`config.mk`:
```
export PLATFORM = sky130hd
export DESIGN_NAME = fht_io_sched
export DESIGN_NICKNAME = d
export VERILOG_FILES = /design/src/rtl/fht_io_sched.sv
export SDC_FILE = /design/constraint.sdc
export NUM_CORES = 1
export LEC_CHECK = 0
export ABC_AREA = 1
export CORE_ASPECT_RATIO = 1.2
export CORE_MARGIN = 3
export CORE_UTILIZATION = 68
export DETAILED_ROUTE_END_ITERATION = 10
export DONT_BUFFER_PORTS = 1
export PLACE_DENSITY = 0.84
export SLEW_MARGIN = 20
export SYNTH_ARGS = -nofsm -noshare
export SYNTH_HDL_FRONTEND = slang
export SYNTH_SLANG_ARGS = --single-unit
```
`constraint.sdc`:
```
create_clock -name iCLK -period 4.6 [get_ports iCLK]
set_input_delay 0.69 -clock iCLK [delete_from_list [all_inputs] [get_ports iCLK]]
set_output_delay 0.69 -clock iCLK [all_outputs]
set_load 0.05 [all_outputs]
```
`src/rtl/fht_io_sched.sv`:
```
// Host-side frame scheduler for the 1024-point FHT: bit-reversed bank load, core handoff, natural-order unload.
// Latency: bank write 1 cycle after accept; first output 2 cycles after unload begins, then 1 sample/cycle.
// Backpressure: oREADY only in LOAD; unload reads stall while the 2-entry output buffer would overflow.
module fht_io_sched #(
    parameter int A_BIT = 8,
    parameter int D_BIT = 16,
    parameter int N_LOG = 10
) (
    input  logic             iCLK,
    input  logic             iRESET,
    input  logic [D_BIT-1:0] iDATA,
    input  logic             iVALID,
    output logic             oREADY,
    output logic             oCORE_START,
    input  logic             iCORE_RDY,
    output logic             oOWN_CORE,
    output logic [3:0]       oWE,
    output logic [A_BIT-1:0] oADDR_WR,
    output logic [D_BIT-1:0] oDATA_WR,
    output logic [1:0]       oBANK_RD,
    output logic [A_BIT-1:0] oADDR_RD,
    input  logic [D_BIT-1:0] iDATA_RD,
    output logic [D_BIT-1:0] oDATA,
    output logic             oVALID,
    input  logic             iREADY,
    output logic             oBUSY
);

    typedef enum logic [2:0] {S_LOAD, S_START, S_WAIT_LOW, S_RUN, S_UNLOAD} state_t;

    state_t           state, state_nxt;
    logic [N_LOG-1:0] cnt_in, cnt_rd, cnt_out, rev_in;
    logic             accept, issue, pop, inflight, rd_done;
    logic [1:0]       buf_cnt;
    logic [2:0]       occ_nxt;
    logic             buf_wp, buf_rp;
    logic [D_BIT-1:0] buf_mem [2];
    logic [2:0]       wait_cnt;

    assign oREADY   = (state == S_LOAD);
    assign oBUSY    = (state != S_LOAD);
    assign accept   = iVALID & oREADY;
    assign oVALID   = (buf_cnt != 2'd0);
    assign oDATA    = buf_mem[buf_rp];
    assign pop      = oVALID & iREADY;
    assign oBANK_RD = cnt_rd[1:0];
    assign oADDR_RD = cnt_rd[N_LOG-1:2];

    // Occupancy the buffer will have once this cycle's pop is taken; keeps at most 2 entries committed.
    assign occ_nxt = {1'b0, buf_cnt} + {2'b00, inflight} - {2'b00, pop};
    assign issue   = (state == S_UNLOAD) && !rd_done && (occ_nxt < 3'd2);

    always_comb begin
        rev_in = '0;
        for (int i = 0; i < N_LOG; i++) begin
            rev_in[i] = cnt_in[N_LOG-1-i];
        end
    end

    always_ff @(posedge iCLK or negedge iRESET) begin
        if (!iRESET) begin
            state <= S_LOAD;
        end else begin
            state <= state_nxt;
        end
    end

    always_comb begin
        state_nxt   = state;
        oCORE_START = 1'b0;
        oOWN_CORE   = 1'b0;
        unique case (state)
            S_LOAD: begin
                if (accept && cnt_in == '1) state_nxt = S_START;
            end
            S_START: begin
                oCORE_START = 1'b1;
                oOWN_CORE   = 1'b1;
                state_nxt   = S_WAIT_LOW;
            end
            S_WAIT_LOW: begin
                oOWN_CORE = 1'b1;
                if (!iCORE_RDY) state_nxt = S_RUN;
            end
            S_RUN: begin
                oOWN_CORE = 1'b1;
                if (iCORE_RDY) state_nxt = S_UNLOAD;
            end
            S_UNLOAD: begin
                if (pop && cnt_out == '1) state_nxt = S_LOAD;
            end
            default: state_nxt = S_LOAD;
        endcase
    end

    // Sample k lands in bank r[1:0], word r[9:2] with r = bitrev(k); the write is registered.
    always_ff @(posedge iCLK or negedge iRESET) begin
        if (!iRESET) begin
            cnt_in   <= '0;
            oWE      <= '0;
            oADDR_WR <= '0;
            oDATA_WR <= '0;
        end else begin
            oWE <= '0;
            if (accept) begin
                oWE      <= 4'b0001 << rev_in[1:0];
                oADDR_WR <= rev_in[N_LOG-1:2];
                oDATA_WR <= iDATA;
                cnt_in   <= cnt_in + 1'b1;
            end
        end
    end

    always_ff @(posedge iCLK or negedge iRESET) begin
        if (!iRESET) begin
            cnt_rd     <= '0;
            cnt_out    <= '0;
            rd_done    <= 1'b0;
            inflight   <= 1'b0;
            buf_cnt    <= '0;
            buf_wp     <= 1'b0;
            buf_rp     <= 1'b0;
            buf_mem[0] <= '0;
            buf_mem[1] <= '0;
        end else begin
            inflight <= issue;
            if (issue) begin
                cnt_rd <= cnt_rd + 1'b1;
                if (cnt_rd == '1) rd_done <= 1'b1;
            end
            if (inflight) begin
                buf_mem[buf_wp] <= iDATA_RD;
                buf_wp          <= ~buf_wp;
            end
            if (pop) begin
                buf_rp  <= ~buf_rp;
                cnt_out <= cnt_out + 1'b1;
                if (cnt_out == '1) rd_done <= 1'b0;
            end
            unique case ({inflight, pop})
                2'b10:   buf_cnt <= buf_cnt + 1'b1;
                2'b01:   buf_cnt <= buf_cnt - 1'b1;
                default: buf_cnt <= buf_cnt;
            endcase
        end
    end

    // Cycles spent in WAIT_LOW with the core still reporting idle.
    always_ff @(posedge iCLK or negedge iRESET) begin
        if (!iRESET) begin
            wait_cnt <= '0;
        end else if (state != S_WAIT_LOW) begin
            wait_cnt <= '0;
        end else if (iCORE_RDY && wait_cnt != 3'd7) begin
            wait_cnt <= wait_cnt + 1'b1;
        end
    end

    a_core_ack: assert property (@(posedge iCLK) disable iff (!iRESET)
        !(state == S_WAIT_LOW && iCORE_RDY && wait_cnt >= 3'd4));
    a_buf_bound: assert property (@(posedge iCLK) disable iff (!iRESET) buf_cnt <= 2'd2);

endmodule

```
Word level (Yosys, flattened, before mapping) --
Cells that the tools add are included.
Storage, ports and cells: flip-flop bits (word level) 99, bits in latches 0, RAM bits 0, bits in read-only memories 0, bits of input ports 37, output and inout bits 59, memories kept 0
Operators by class: $add $sub $neg 7, multipliers 0, divide/modulo/power cells 0, magnitude comparators 4, equal/unequal tests 13, shifts and indexed selects 1, muxes and demuxes 19, bitwise logic cells 6, reductions and logical operators 12
Operators with widths (number):
- 2-to-1 mux 16 bit | 4
- bitwise mux 32 bit | 1
- adder 10 x 1 -> 10 bit, second input constant | 3
- == test 10 bit, second input constant | 3
- demux 16 bit (select 1 bit) | 1
- case mux 3 bit (5 select lines) | 1
- 2-to-1 mux 3 bit | 4
- == test 3 x 2 -> 1 bit, second input constant | 2
- 2-to-1 mux 1 bit | 6
- logical AND 1 bit | 5
- greater-or-equal comparator 2 bit, second input constant | 2
- 2-to-1 mux 4 bit | 1
- != test 2 x 1 -> 1 bit, second input constant | 2
- != test 2 bit, second input constant | 2
- NOT 1 -> 2 bit | 2
- case mux 2 bit (2 select lines) | 1
- AND reduction 4 bit | 1
- nonzero test 2 bit | 2
- << shifter 1 x 2 -> 4 bit, first input constant | 1
- adder 2 x 1 -> 3 bit | 1
- == test 3 x 1 -> 1 bit, second input constant | 1
- == test 3 bit, second input constant | 1
- zero test 3 bit | 1
- < comparator 3 x 2 -> 1 bit, second input constant | 1
- other kinds (11) | 13

Logic depth before layout (Yosys ltp) --
Gate-level depths: netlist (run 1).
depth after elaboration 8, gate-level depth with buffers 15

Worst setup path before layout (run 1) --
Ideal clock, no wire load.
path type flip-flop to flip-flop, from reg buf_cnt[1], to reg cnt_rd[6], library setup time 0.120 ns, arrival time 2.485 ns, setup slack 1.996 ns, cell stages (with the launch flop) 15, buffers on the path 1, period minus slack after synthesis 2.604 ns, cell sequence dfrtp_1 inv_1 nand2_1 nand2_2 inv_1 nand2_1 o21ai_0 nand2_1 fa_1 or2_2 nand3_2 nor2_8 buf_8 nand2_1 o21ai_2
Between the ends: word-level cells in the longest chain between the ends 5
RTL lines:
- start, declared | RTL line 34 | logic [1:0] buf_cnt;
- start signal, assigned | RTL line 141 | 2'b10: buf_cnt <= buf_cnt + 1'b1;
- start signal, assigned | RTL line 142 | 2'b01: buf_cnt <= buf_cnt - 1'b1;
- start signal, assigned | RTL line 143 | default: buf_cnt <= buf_cnt;
- nonzero test 2 bit | RTL line 43 | assign oVALID = (buf_cnt != 2'd0);
- named net oVALID | RTL line 24 | output logic oVALID,
- AND 1 bit | RTL line 45 | assign pop = oVALID & iREADY;
- subtractor 3 x 1 -> 3 bit | RTL line 50 | assign occ_nxt = {1'b0, buf_cnt} + {2'b00, inflight} - {2'b00, pop};
- < comparator 3 x 2 -> 1 bit | RTL line 51 | assign issue = (state == S_UNLOAD) && !rd_done && (occ_nxt < 3'd2);
- logical AND 1 bit | RTL line 51
- named net issue | RTL line 33 | logic accept, issue, pop, inflight, rd_done;
- end signal, assigned | RTL line 128 | cnt_rd <= cnt_rd + 1'b1;
- end, declared | RTL line 32 | logic [N_LOG-1:0] cnt_in, cnt_rd, cnt_out, rev_in;
The timed path passes the listed nets, and every way through them passes these cells. A chain may end at the register's enable or synchronous reset.

Worst setup path in the final report (run 1) --
from reg buf_cnt[1], to reg cnt_rd[5]
Between the ends: word-level cells in the longest chain between the ends 5
RTL lines (RTL line):
- nonzero test 2 bit | 43
- named net oVALID | 24
- AND 1 bit | 45
- subtractor 3 x 1 -> 3 bit | 50
- < comparator 3 x 2 -> 1 bit | 51
- logical AND 1 bit | 51
The timed path passes the listed nets, and every way through them passes these cells.

==> results by group, run 1 <==
Outcome
  • Status: finished, final reports clean

Timing
  • Post-Route Skew: approximately 17 ps
  • Hold Fails Final Rpt: 0
  • Slew at the pin closest to its max-slew limit: between 1000 and 1500 ps
  • Crit path time final: roughly 2900 ps
  • Slew Limit Fails: 0
  • Final setup violation count: 0
  • RSZ-0062 raised after global routing: false
  • Max Freq: approximately 0.34 GHz
  • Max-slew headroom: 28.57%
  • TNS Setup: 0 ps
  • Final worst path period share: 64.08%

Yosys
  • Top_reg_cell synth: dfrtp_1
  • Mux share of post-synthesis cell area: 0%
  • Post-synthesis compound-gate area fraction: under 10%
  • Ys async rst share: 100.0%
  • Synth top area cells: dfrtp_1, nand2_1, o21ai_0, inv_1, xor2_1
  • Post-Synthesis Cell Area: 0.004432 mm2
  • Post-synthesis adder-cell area fraction: around 1.3%
  • XOR/XNOR Fraction of Synth Area: roughly 4.5%
  • Largest family of logic cells by synthesized area: simple AND/OR/NAND/NOR gates
  • Seq cells post-synth: a little under 100
  • Synth Area in Simple Gates: around a quarter
  • Sequential area share after synthesis: ~56%
  • Synthesis Warnings: 0
  • Synth Instances: ~510
  • Commonest cells in the netlist: nand2_1, dfrtp_1, inv_1
  • EDFF count, synth: 0
  • Synth area leader: dfrtp_1
  • Mean area per synthesized cell: 8.639 um2
  • Synthesized Nets: about 550
  • Count leader, synth: nand2_1
  • Yosys top cell area share: between 50% and 60%
  • Synth cell types: 36

Critical path
  • CP max stage cell: fa_1
  • Crit. End Element: register
  • Crit-path max cell delay: approximately 530 ps
  • Critical path class: register to register
  • Required @ worst endpoint: roughly 4900 ps
  • Crit path top cell by count: nand2_1
  • Critical Path Fanout Max: 16
  • Crit path DAT: 3200 ps
  • Crit path launch type: register
  • Critical-path cell list: inv_1, nand2_1, nand2_2, inv_1, nand2_1, o21ai_0, nand2_1, fa_1, nand3_2, nor2_8, nand2_4, o21ai_1, nand2_1

Power
  • Power per cell area: 618.9 mW/mm2
  • Seq pwr share: between 50% and 60%
  • Int Pwr: roughly 1.4 mW
  • Overall Power: between 2 and 3 mW
  • Pleak: about 2.5 nW
  • Sw frac: approximately 50%
  • Combinational power share: slightly above 30%
  • Worst VDD drop: approximately 690 uV
  • Clock Power Share: between 10% and 20%
  • Switching power: 1.477 mW

Floorplan
  • Height of the die: 94.44 um
  • CORE AREA: 0.006167 mm2
  • Die width: 79.70 um
  • Die ar.: around 0.0075 mm2
  • Initial Utilization: a little under three quarters
  • # rows: 31
  • Top Ports: 96

Clocking
  • CTS Buf Count: 9
  • Clk Latency, worst-skew pair: roughly 370 ps
  • Postcts setup bufs: 0
  • Root buffer cell: clkbuf_8
  • # resized after CTS: 0
  • CTS tree: built
  • Max H-tree Level: 3
  • Clock sinks: 99
  • CTS Hold Bufs: 2
  • Clock transition at the registers of the reported paths: approximately 90 ps
  • Clock buffer depth: 2

Layout
  • Area growth syn-to-layout: 6.719%
  • Share of layout cells above drive strength 1: 7.336%
  • Area of the multi-input gates: 0.001675 mm2
  • Antenna Cells: 0
  • # fillers: 448
  • FF/Latch Area: 0.002477 mm2
  • Fin nets: 554

GRT
  • Largest net degree at the start of global routing: 69
  • First-pass GRT wire length: about 14 mm
  • Number of global-route vias before repair: roughly 3100
  • Initial antenna violation count: 0
  • GRT overflow: 0
  • Gr usage total: ~24%

Drt
  • Pre-antenna DRT Iters: 4
  • Drt initial violations: between 150 and 200
  • Drt via density: around 5.4
  • Drt wl/cell: 14.33 um
  • ANT nets after route: 0
  • # DRC: 0
  • Post-Route WL: ~8.6 mm
  • Vias after detailed routing: roughly 3200

Min path
  • Worst Hold Class: input port to asynchronous set/reset pin

Placed design
  • Port bufs: 0
  • Detail Placement HPWL: around 5.7 mm
  • Gp weighted congestion: 0.8406

Run
  • Maxcap violations: 0
[path summary, 6_finish.rpt]
check,from,endpoint,slack (ps),cells past startpoint
min,iRESET,cnt_out[6],20,0
max in group asynchronous,iRESET,oDATA_WR[10],3300,1
min in group iCLK,iDATA[12],oDATA_WR[12],420,2
min reg2reg,buf_mem[9],buf_mem[9],500,2
max,buf_cnt[1],cnt_rd[5],1650,13
max reg2reg,buf_cnt[1],cnt_rd[5],1650,13
[placed cells by master, fill, tap and decap left out, types with 2 or more instances in the layout]
master,instances
nor2_2,5
nand4_1,7
nand2_2,2
o21ai_0,41
nor2_4,2
a21oi_1,5
o21ai_1,3
ha_1,3
o21ai_2,3
dfrtp_1,99
xnor2_1,6
nand3_1,8
clkinvlp_4,3
nor3_1,8
xor2_1,17
dlygate4sd3_1,2
clkbuf_8,9
nand2_1,211
or2_2,2
nor2_1,11
inv_1,51
[cells by family after synthesis]
logic type	after synthesis
compound gates	54
xor+xnor	23
fa+ha+maj	4
buf+inv	69
flops	99
simple gates	264
[metrics by stage]
stage	setup slack [ps]	utilization (%)	instances	hold slack [ps]	cell area, um2
after floorplan	1996	-	513	394.4	4432
after CTS	1654	76.08	598	0.3857	4692
after global placement	1827	72.35	580	396.8	4462
after detailed placement	1670	72.35	580	396.6	4462
after global routing	1440	76.69	600	1.661	4730
final	1652	76.69	600	22.79	4730
[sequential cells by signal, indices dropped and copies added, names as in the netlist]
| name | cells |
|---|---|
| buf_cnt | 2 |
| oDATA_WR | 16 |
| oADDR_WR | 8 |
| cnt_in | 10 |
| buf_mem | 32 |
| buf_wp | 1 |
| cnt_out | 10 |
| buf_rp | 1 |
| oWE | 4 |
| rd_done | 1 |
| cnt_rd | 10 |
| inflight | 1 |
| state | 3 |
[cell type report]
class,count,share of cell area [%]
Tap cell,82,2.169
Clock buffer,10,2.698
Timing Repair Buffer,5,1.587
Sequential cell,99,52.38
Inverter,53,4.206
Clock inverter,6,1.534
Multi-Input combinational cell,345,35.42
[power by group through the flow]
stage	sequential (mW)	clock, mW	combinational [mW]
floorplan	1.45	0	0.781
global placement	1.48	0	0.851
detailed placement	1.48	0	0.882
CTS	1.47	0.569	0.888
global route	1.49	0.608	0.986
finish	1.47	0.562	0.896
[worst max-delay path: cells and delay by family, from the launching register on]
kind / cells / cell delay, ps
buffers and inverters: 2 / 250
AOI/OAI and AO/OA: 2 / 250
and+or+nand+nor: 8 / 1410
DFF: 1 / 400
adders and majority gates: 1 / 530
[metal layers]
layer	track usage (%)	wire [um]	vias up
met3	6.011	485	8
met4	8.596	110	0
met1	29.10	3608	1542
met2	41.64	4395	90
met5	0	0	-
li1	-	-	1577
Note: power is estimated with default switching activity, not from simulation.
==> inputs of run 2 (changes only) <==
Settings changed: CORE_UTILIZATION 68 to 57, PLACE_DENSITY 0.84 to 0.75.
Clock period 4.6 ns to 2.5 ns, I/O delays scaled along.
==> results by group, run 2 (same netlist as run 1, synthesis figures left out) <==
Floorplan
  • Die ar.: 0.008874 mm2 (was 0.007526 mm2)
  • # rows: 34 (was 31)
  • Height of the die: 102.6 um (was 94.44 um)
  • Top Ports: 96 (unchanged)
  • CORE AREA: 0.007402 mm2 (was 0.006167 mm2)
  • Initial Utilization: 59.87% (was 71.86%)
  • Die width: 86.50 um (was 79.70 um)

Drt
  • Post-Route WL: 8.239 mm (was 8.600 mm)
  • ANT nets after route: 0 (unchanged)
  • Pre-antenna DRT Iters: 5 (was 4)
  • Vias after detailed routing: 3193 (was 3217)
  • Drt initial violations: 111 (was 172)
  • Drt via density: 5.192 (was 5.362)
  • Drt wl/cell: 13.40 um (was 14.33 um)
  • # DRC: 0 (unchanged)

Power
  • Int Pwr: 2.599 mW (was 1.450 mW)
  • Seq pwr share: 50.9% (was 50.2%)
  • Pleak: 2.581 nW (was 2.548 nW)
  • Worst VDD drop: 853.6 uV (was 694.6 uV)
  • Sw frac: 51.03% (was 50.47%)
  • Power per cell area: 1118 mW/mm2 (was 618.9 mW/mm2)
  • Clock Power Share: 18.0% (was 19.2%)
  • Switching power: 2.709 mW (was 1.477 mW)
  • Combinational power share: 31.1% (was 30.6%)

Placed design
  • Gp weighted congestion: 0.7474 (was 0.8406)
  • Placed cells: 596 (was 580)
  • Port bufs: 0 (unchanged)
  • Detail Placement HPWL: 5.749 mm (was 5.701 mm)

GRT
  • Layer with the highest usage: met2 (unchanged)
  • GRT overflow: 0 (unchanged)
  • Met3 usage: 4.956% (was 6.011%)
  • Number of global-route vias before repair: 2994 (was 3135)
  • Largest net degree at the start of global routing: 100 (was 69)
  • Met2 Track Usage GR: 32.92% (was 41.64%)
  • Gr usage total: 19.38% (was 24.04%)
  • Met1 Use GR: 23.79% (was 29.10%)
  • First-pass GRT wire length: 13.69 mm (was 14.03 mm)
  • Initial antenna violation count: 0 (unchanged)

Clocking
  • Clk Latency, worst-skew pair: 360 ps (was 370 ps)
  • Clock sinks: 99 (unchanged)
  • CTS Buf Count: 9 (unchanged)
  • Clock transition at the registers of the reported paths: 110 ps (was 90 ps)
  • Max H-tree Level: 3 (unchanged)
  • Clock buffer depth: 2 (unchanged)
  • CTS tree: built (unchanged)
  • Root buffer cell: clkbuf_8 (unchanged)

Layout
  • Max reg flops: 32 (unchanged)
  • Post-route non-filler standard cell count: 615 (was 600)
  • Antenna Cells: 0 (unchanged)
  • Fin nets: 562 (was 554)
  • Top reg by flops: buf_mem (unchanged)
  • Share of layout cells above drive strength 1: 9.524% (was 7.336%)
  • # fillers: 640 (was 448)
  • Largest registers: buf_mem: 32 flops, oDATA_WR: 16 flops (unchanged)
  • Area growth syn-to-layout: 7.115% (was 6.719%)
  • Final core utilization: 64.13% (was 76.69%)
  • Most frequent cells in the layout: nand2_1, dfrtp_1, inv_1 (unchanged)
  • Commonest non-fill, non-tap cell in the layout: nand2_1 (unchanged)

Timing
  • Crit path time final: 2318 ps (was 2948 ps)
  • Final hold slack: -302.0 ps (was 22.79 ps)
  • Post-Route Skew: 15.89 ps (was 17.03 ps)
  • Max-slew headroom: 40.90% (was 28.57%)
  • RSZ-0062 raised after global routing: false (unchanged)
  • Max Freq: 0.4314 GHz (was 0.3393 GHz)
  • TNS Setup: 0 ps (unchanged)
  • Final worst path period share: 92.72% (was 64.08%)
  • Slew at the pin closest to its max-slew limit: 884.3 ps (was 1075 ps)
  • Final setup violation count: 0 (unchanged)
  • Hold Fails Final Rpt: 99 (was 0)
  • Slew Limit Fails: 0 (unchanged)

Critical path
  • Crit path DAT: 2540 ps (was 3200 ps)
  • Critical path class: register to register (unchanged)
  • Crit. End Element: register (unchanged)
  • Critical Path Fanout Max: 15 (was 16)
  • Required @ worst endpoint: 2720 ps (was 4850 ps)
  • Crit path launch type: register (unchanged)

Run
  • Maxcap violations: 0 (unchanged)

Outcome
  • Status: complete, but fails checks (was finished, final reports clean)
  • Failing checks: hold timing

Min path
  • Worst Hold Class: input port to asynchronous set/reset pin (unchanged)
==> run 2: cell count changes in the layout (fill, tap and decap cells not counted), moves of 2 or more <==
cell / before / now
dlygate4sd3_1: 2 / 0
inv_6: 1 / 3
buf_4: 1 / 13
clkinvlp_4: 3 / 0
clkinv_4: 0 / 2
==> run 2: critical path, cell delays in order (launching register included) <==
cell and delay [ps]:
dfrtp_1 380, inv_1 100, nand2_2 90, nand2_2 50, inv_1 80, nand2_1 100, o21ai_2 100, nand2_1 100
fa_1 390, or2_2 320, nand3_2 120, nor2_8 90, buf_4 140, xor2_1 130
==> run 2: stage by stage <==
step / instance area (um2) / power, mW / worst slack (ps)
2_1_floorplan: 4434 / 4.110 / 74.53
4_1_cts: 4713 / 5.352 / 127.8
5_1_grt: 4747 / 5.613 / 52.33
3_3_place_gp: 4534 / 4.357 / 278.3
3_5_place_dp: 4534 / 4.398 / 145.9
6_report: 4747 / 5.308 / 182.1
==> run 2: path summary, 6_finish.rpt <==
path	start	end	slack [ps]	cells after the start
worst max-delay path	buf_cnt[1]	cnt_rd[0]	180	13
worst min-delay path	iRESET	oWE[0]	-300	0
worst max register to register	buf_cnt[1]	cnt_rd[0]	180	13
worst min register to register	buf_mem[1]	buf_mem[1]	490	2
max in group asynchronous	iRESET	rd_done	2660	0
min in group iCLK	iDATA[12]	oDATA_WR[12]	110	2
==> run 2: layer usage <==
layer	wire length [um]	vias to the layer above
li1	-	1591
met4	111	0
met2	4080	87
met5	0	-
met1	3423	1506
met3	624	9
==> run 2: repair_timing <==
action,in CTS,in global routing
hold endpoints to repair,99,99
resized for setup,0,2
setup endpoints to repair,0,1
buffers inserted,0,4
==> run 2: power groups by stage <==
stage	Clock, mW	Combinational, mW	Sequential, mW
after global routing	1.04	1.83	2.75
final	0.954	1.65	2.70
after floorplan	0	1.44	2.67
after detailed placement	0	1.67	2.73
after global placement	0	1.62	2.73
after CTS	0.978	1.66	2.71
==> run 2: layout make-up <==
class                      count  area (um2)  share of cell area (%)
sequential                    99        2477                   52.19
multi-input combinational    345        1682                   35.42
clock inverter                 6       55.05                   1.160
tap                           90       112.6                   2.372
clock buffer                   9       123.9                   2.609
timing repair buffer          13       97.59                   2.056
inverter                      53       198.9                   4.191
